$ cat config.mk
export PLATFORM = sky130hd
export DESIGN_NAME = button_event_gen
export DESIGN_NICKNAME = d
export VERILOG_FILES = /design/src/rtl/button_event_gen.sv
export SDC_FILE = /design/constraint.sdc
export NUM_CORES = 1
export LEC_CHECK = 0
export CORE_MARGIN = 5
export CORE_UTILIZATION = 65
export CTS_BUF_LIST = sky130_fd_sc_hd__clkbuf_8
export DETAILED_ROUTE_END_ITERATION = 8
export HOLD_SLACK_MARGIN = 0.08
export PLACE_DENSITY = 0.8
export SKIP_LAST_GASP = 1
export SYNTH_ARGS = -nofsm -noshare
export SYNTH_HDL_FRONTEND = slang
export SYNTH_SLANG_ARGS = --single-unit
$ cat constraint.sdc
create_clock -name clk -period 6.33 [get_ports clk]
set_input_delay 1.266 -clock clk [delete_from_list [all_inputs] [get_ports clk]]
set_output_delay 1.266 -clock clk [all_outputs]
set_load 0.05 [all_outputs]
$ cat src/rtl/button_event_gen.sv
// button_event_gen: synchronise, debounce and classify three push buttons into one-hot single-cycle event pulses
module button_event_gen #(
  parameter int DEBOUNCE_CYCLES = 500000,
  parameter int LONG_CYCLES     = 50000000
) (
  input  logic clk,
  input  logic rst_n,
  input  logic btn_inc,
  input  logic btn_set,
  input  logic btn_sw,
  output logic inc_short,
  output logic inc_long,
  output logic set,
  output logic sw
);
  localparam int DW = DEBOUNCE_CYCLES > 1 ? $clog2(DEBOUNCE_CYCLES) : 1;
  localparam int HW = LONG_CYCLES > 1 ? $clog2(LONG_CYCLES) : 1;
  localparam logic [1:0] IDLE      = 2'd0;
  localparam logic [1:0] HELD      = 2'd1;
  localparam logic [1:0] LONG_WAIT = 2'd2;

  // bit 0 = INC, bit 1 = SET, bit 2 = SW
  logic [2:0]    btn, s1_q, s_q, db_q, dbp_q, rise;
  logic [DW-1:0] cnt_q [3];
  logic [1:0]    state_q, state_d;
  logic [HW-1:0] hold_q, hold_d;
  logic          req_short, req_long;
  logic [3:0]    p_q, p_d, req, grant, out_q;

  assign btn  = {btn_sw, btn_set, btn_inc};
  assign rise = db_q & ~dbp_q;

  // two-flop synchroniser, per-button debounce counters and accepted-level history
  always_ff @(posedge clk or negedge rst_n) begin
    if (!rst_n) begin
      s1_q  <= '0;
      s_q   <= '0;
      db_q  <= '0;
      dbp_q <= '0;
      cnt_q <= '{default: '0};
    end else begin
      s1_q  <= btn;
      s_q   <= s1_q;
      dbp_q <= db_q;
      for (int b = 0; b < 3; b++) begin
        if (s_q[b] == db_q[b]) cnt_q[b] <= '0;
        else if (cnt_q[b] == DW'(DEBOUNCE_CYCLES - 1)) begin
          db_q[b]  <= s_q[b];
          cnt_q[b] <= '0;
        end else cnt_q[b] <= cnt_q[b] + 1'b1;
      end
    end
  end

  // INC hold classifier: a release while still HELD is short, reaching the threshold is long (once per press)
  always_comb begin
    state_d   = state_q;
    hold_d    = hold_q;
    req_short = 1'b0;
    req_long  = 1'b0;
    case (state_q)
      IDLE: if (rise[0]) begin
        state_d = HELD;
        hold_d  = '0;
      end
      HELD: if (!db_q[0]) begin
        req_short = 1'b1;
        state_d   = IDLE;
      end else if (hold_q == HW'(LONG_CYCLES - 1)) begin
        req_long = 1'b1;
        state_d  = LONG_WAIT;
      end else hold_d = hold_q + 1'b1;
      LONG_WAIT: state_d = db_q[0] ? LONG_WAIT : IDLE;
      default: state_d = IDLE;
    endcase
  end

  // fixed-priority grant set > sw > long > short; a request for the bit being granted keeps it pending
  always_comb begin
    req      = {rise[1], rise[2], req_long, req_short};
    grant[3] = p_q[3];
    grant[2] = p_q[2] & ~p_q[3];
    grant[1] = p_q[1] & ~|p_q[3:2];
    grant[0] = p_q[0] & ~|p_q[3:1];
    p_d      = (p_q & ~grant) | req;
  end

  // FSM, pending bits and registered one-hot outputs
  always_ff @(posedge clk or negedge rst_n) begin
    if (!rst_n) begin
      state_q <= IDLE;
      hold_q  <= '0;
      p_q     <= '0;
      out_q   <= '0;
    end else begin
      state_q <= state_d;
      hold_q  <= hold_d;
      p_q     <= p_d;
      out_q   <= grant;
    end
  end

  assign {set, sw, inc_long, inc_short} = out_q;
endmodule
== Word level (Yosys, flattened, before mapping) ==
Cells that the tools add are included.
Storage, ports and cells
  output and inout port bits: 4
  bits of input ports: 5
  word-level logic and storage cells: 73
  register bits: 105
Operators by class
  add/sub/neg operators: 4
  multiplexer cells: 20
  reduce and logical (&&, ||, !) cells: 11
  bitwise operators: 12
  equality and inequality tests: 13
Operators with widths (number)
  $mux W19: 6
  $mux W26: 3
  $add A19 B1 Y19 const B: 3
  $eq A19 B19 Y1 const B: 3
  $pmux W26 S2: 1
  $add A26 B1 Y26 const B: 1
  $eq A26 B26 Y1 const B: 1
  $mux W2: 4
  $reduce_and A2 Y1: 4
  $ne A2 B2 Y1 const B: 3
  $pmux W2 S3: 1
  $mux W1: 5
  $and A4 B4 Y4: 1
  $not A1 Y1: 4
  $not A4 Y4: 1
  $or A4 B4 Y4: 1
  $reduce_and A4 Y1: 1
  $and A1 B1 Y1: 3
  $and A3 B3 Y3: 1
  $eq A1 B1 Y1: 3
  $ne A3 B3 Y1 const B: 1
  $not A3 Y3: 1
  $reduce_or A3 Y1: 1
  $eq A2 B1 Y1 const B: 1
  other kinds (5): 6

== Longest topological paths before layout ==
  word-level depth: 6
  mapped depth: 8
  depth with buffers taken out: 6

== Worst setup path after synthesis ==
OpenSTA, ideal clock, no wires.
  kind: register to register
  start: register state_q[0]
  end: register hold_q[25]
  required time: 6.204 ns
  cell stages (with the launch flop): 8
  path buffers: 2
  arrival time: 1.912 ns
  setup slack: 4.292 ns
  setup time: 0.126 ns
  clock period less this slack: 2.038 ns
  cell sequence: dfrtp_1 > inv_1 > ha_1 > a21bo_2 > or2_2 > clkbuf_1 > clkbuf_1 > a221o_1
On the way
  cells in the longest elaborated chain, start to end: 3
  elaborated cells on any way between the ends: 8
  those cells by class: eq/ne (4); mux (1); reduce/logical (3)
Ends and longest elaborated chain
  start: declaration: RTL line 25  | logic [1:0] state_q, state_d;
  start signal: assignment: RTL line 96  | state_q <= state_d;
  $eq A2 B1 Y1 or $logic_not A2 Y1 (tied branches): RTL line 61  | case (state_q)
  $ne A2 B2 Y1 (no line) or $reduce_bool A2 Y1 (tied branches)
  $reduce_and A4 Y1 (no line)
  end signal: assignment: RTL line 97  | hold_q <= hold_d;
  end: declaration: RTL line 26  | logic [HW-1:0] hold_q, hold_d;
Parallel ways exist; a longest one is shown, timed or not.
A chain may end at the register's enable or synchronous reset.

== Worst setup path after layout ==
  start: register out_q[0]
  end: output inc_short
RTL lines
  start: declaration: RTL line 28  | logic [3:0] p_q, p_d, req, grant, out_q;
  start signal: assignment: RTL line 99  | out_q <= grant;
  end: declaration: RTL line 11  | output logic inc_short,
No word-level cell between the ends.

==> impl_metrics.csv <==
group,metric,value,unit
global_route,met2_usage,37.2,%
sta,period_share,44.0,%
clock_tree,cts-resized-gates,0,
drt,avgViaCountPerCell,6.42,
yosys,yosys_warnings,0,
setup_path,rr_worst_depth,6,
setup_path,cp_cell_sequence,"clkdlybuf4s50_1",
drt,drc_errors,0,
power,p_per_area,198,nW/um2
placement,place_inst,661,
setup_path,required,5.06,ns
global_route,grt_max_degree,83,
setup_path,path_class,"flip-flop to output port",
setup_path,reg2reg_slack,3.90,ns
run,cap_violations,0,
sta,fmax,359,MHz
clock_tree,post-cts-setup-buffer-count,0,
yosys,ys_types,60,
setup_path,arrival,1.52,ns
clock_tree,holdBufCountCts,0,
setup_path,crit_fanout,1,
yosys,syn_area_per_cell,9.58,um2
min_path,hp-start,"s1_q[2]",
drt,vias,4348,
sta,min_period,2.79,ns
global_route,grt_antenna_before_repair,0,
die,die_w,102,um
drt,drt-wirelength-per-cell,16.1,um
finish,antenna_cells,0,
setup_path,cp_slowest_cell,"clkdlybuf4s50_1",
placement,dp_hpwl,7.11,mm
yosys,synth_seq_area_share,47.5,%
global_route,grt_pass1_wl,19.1,mm
global_route,use_met1,30.3,%
global_route,use_met3,4.85,%
setup_path,cp_num_buf_inv,1,
sta,fin_setup_tns,0,ns
die,io_pins,9,
power,peakVddDrop,188,uV
die,die_area,10500,um2
yosys,netlist_area,5530,um2
clock_tree,cts_num_sinks,105,
drt,ant_nets,0,
sta,setup_viol,0,
min_path,hold_class,"flip-flop to flip-flop",
drt,drt_iter0_markers,255,
global_route,grt_pass1_vias,4175,
global_route,grt_util_all_layers,22.7,%
min_path,hold-path-cell-count,0,
sta,finalHoldViolCount,0,
setup_path,worstSetupStartpointType,"flip-flop",
clock_tree,cts_buffers,9,
die,start_util,67.0,%
setup_path,worstReg2RegStart,"state_q[0]",
yosys,syn_nets,589,
setup_path,r2r-end,"hold_q[5]",
global_route,overflow,0,
yosys,syn_inst,577,
finish,layoutNonFillerInstCount,677,
clock_tree,htreeDepth,3,
clock_tree,clk_latency,0.37,ns
die,die_y,102,um
clock_tree,cts_buffer_depth,2,
placement,gp_congestion,0.855,
power,power,0.00115,W
finish,area_growth,5.45,%
setup_path,cpLargestDelayFamily,"buffers and inverters",
sta,slew_violations,0,
yosys,ys_ff_latch,105,
yosys,async_reset_ff_share,100,%
sta,relSlewSlack,32.6,%
finish,drive_above_1_share,7.87,%
finish,nets,579,
clock_tree,path_clk_slew,0.10,ns
clock_tree,cts_tree,"yes",
sta,fin_skew,0.00749,ns
yosys,synth-edff-count,0,
clock_tree,clock-root-buffer,"clkbuf_8",
power,leakagePower,2.34,nW
sta,worst_slew_pin_slew,1.01,ns
drt,dr.pass1.iters,4,
global_route,top_usage_layer,"met2",
status,outcome,"completed",
setup_path,end_kind,"output port",
drt,drt-total-wl,10.9,mm
die,num_rows,33,
min_path,hold_path_end,"s_q[2]",
placement,io_buffers,8,
yosys,ys.flop_type,"dfrtp_1",
sta,rsz0062_at_grt,"false",
die,coreArea,8260,um2
setup_path,slowest_delay,0.80,ns
==> cell families (layout without fill, tap and decap cells) <==
| logic type | Yosys count | after routing | share of synthesized area [%] |
|---|---|---|---|
| buffers and inverters | 45 | 40 | 3.37 |
| DFF | 105 | 105 | 47.5 |
| muxes | 6 | 6 | 1.15 |
| adders and majority gates | 7 | 7 | 1.58 |
| xor gates and xnor gates | 38 | 38 | 6.02 |
| and+or+nand+nor | 281 | 281 | 28.6 |
| AOI/OAI and AO/OA | 95 | 95 | 11.7 |
==> metrics by stage <==
step                      hold WS (ns)  utilization, %  setup slack (ns)  cell area, um2
after detailed placement         0.340            68.1              3.76            5620
after global routing             0.374            70.6              3.47            5830
final                            0.360            70.6              3.54            5830
after global placement           0.333            68.1              3.79            5620
after floorplan                  0.331               -              4.29            5530
after CTS                        0.365            70.6              3.52            5830
==> report_power, final <==
| group | internal (W) | switching (W) |
|---|---|---|
| logic | 0.00000814 | 0.0000239 |
| clock network | 0.000191 | 0.000247 |
| registers | 0.000677 | 0.00000590 |
==> cells in the final DEF, fill, tap and decap left out, types with 13 or more instances in the layout <==
| cell | netlist | layout |
|---|---|---|
| or4_1 | 13 | 13 |
| dfrtp_1 | 105 | 105 |
| o21ai_0 | 22 | 22 |
| nand4_1 | 32 | 32 |
| xor2_1 | 17 | 17 |
| inv_1 | 14 | 14 |
| a21oi_1 | 25 | 25 |
| nand2_1 | 52 | 52 |
| nor3_1 | 22 | 22 |
| and3_1 | 14 | 14 |
| nor2_1 | 47 | 47 |
| nand3_1 | 23 | 23 |
| or3_1 | 15 | 15 |
| xnor2_1 | 21 | 21 |
==> Yosys cell counts (3+ instances only) <==
cell,n,share of area (%)
dfrtp_1,105,48
nand2_1,52,3.5
nor2_1,47,3.2
nand4_1,32,3.6
a21oi_1,25,2.3
nand3_1,23,2.1
nor3_1,22,2.0
o21ai_0,22,2.0
clkbuf_1,21,1.4
xnor2_1,21,3.3
xor2_1,17,2.7
or3_1,15,1.7
and3_1,14,1.6
inv_1,14,0.95
or4_1,13,1.8
and4_1,11,1.7
nor4_1,9,1.0
a221o_1,8,1.4
buf_2,7,0.63
ha_1,7,1.6
o211ai_1,7,0.95
and2_1,6,0.68
o31ai_1,6,0.81
nand2b_1,5,0.57
o311ai_0,5,0.79
or2_2,5,0.57
nor4b_1,4,0.63
a211o_1,3,0.48
a31oi_1,3,0.34
mux2_2,3,0.61
mux2i_1,3,0.54
nand3_2,3,0.54
nor2b_1,3,0.34
nor4_2,3,0.68
==> layer usage <==
| layer | share of wire, % | up-vias |
|---|---|---|
| li1 | - | 2111 |
| met1 | 46 | 2122 |
| met2 | 49 | 97 |
| met3 | 4.2 | 18 |
| met4 | 1.4 | 0 |
| met5 | 0 | - |
==> worst max path at each step <==
stage	endpoint	from	cells after the start
after floorplan	hold_q[25]	state_q[0]	7
final	inc_short	out_q[0]	1
after CTS	set	out_q[3]	1
after detailed placement	cnt_q[9]	rst_n	2
after global routing	sw	out_q[2]	1
after global placement	cnt_q[7]	rst_n	2
==> registers in the layout, indices dropped and copies added (netlist names) <==
| signal | flops |
|---|---|
| state_q | 2 |
| s1_q | 3 |
| p_q | 4 |
| db_q | 3 |
| hold_q | 26 |
| cnt_q | 57 |
| s_q | 3 |
| dbp_q | 3 |
| out_q | 4 |
==> cell type report <==
class	instances	area (um2)
Multi-Input combinational cell	427	2720
Sequential cell	105	2630
Fill cell	627	2430
Tap cell	105	131
Clock buffer	9	124
Timing Repair Buffer	10	92.6
Clock inverter	7	87.6
Inverter	14	52.6
(Power assumes the default switching activity.)
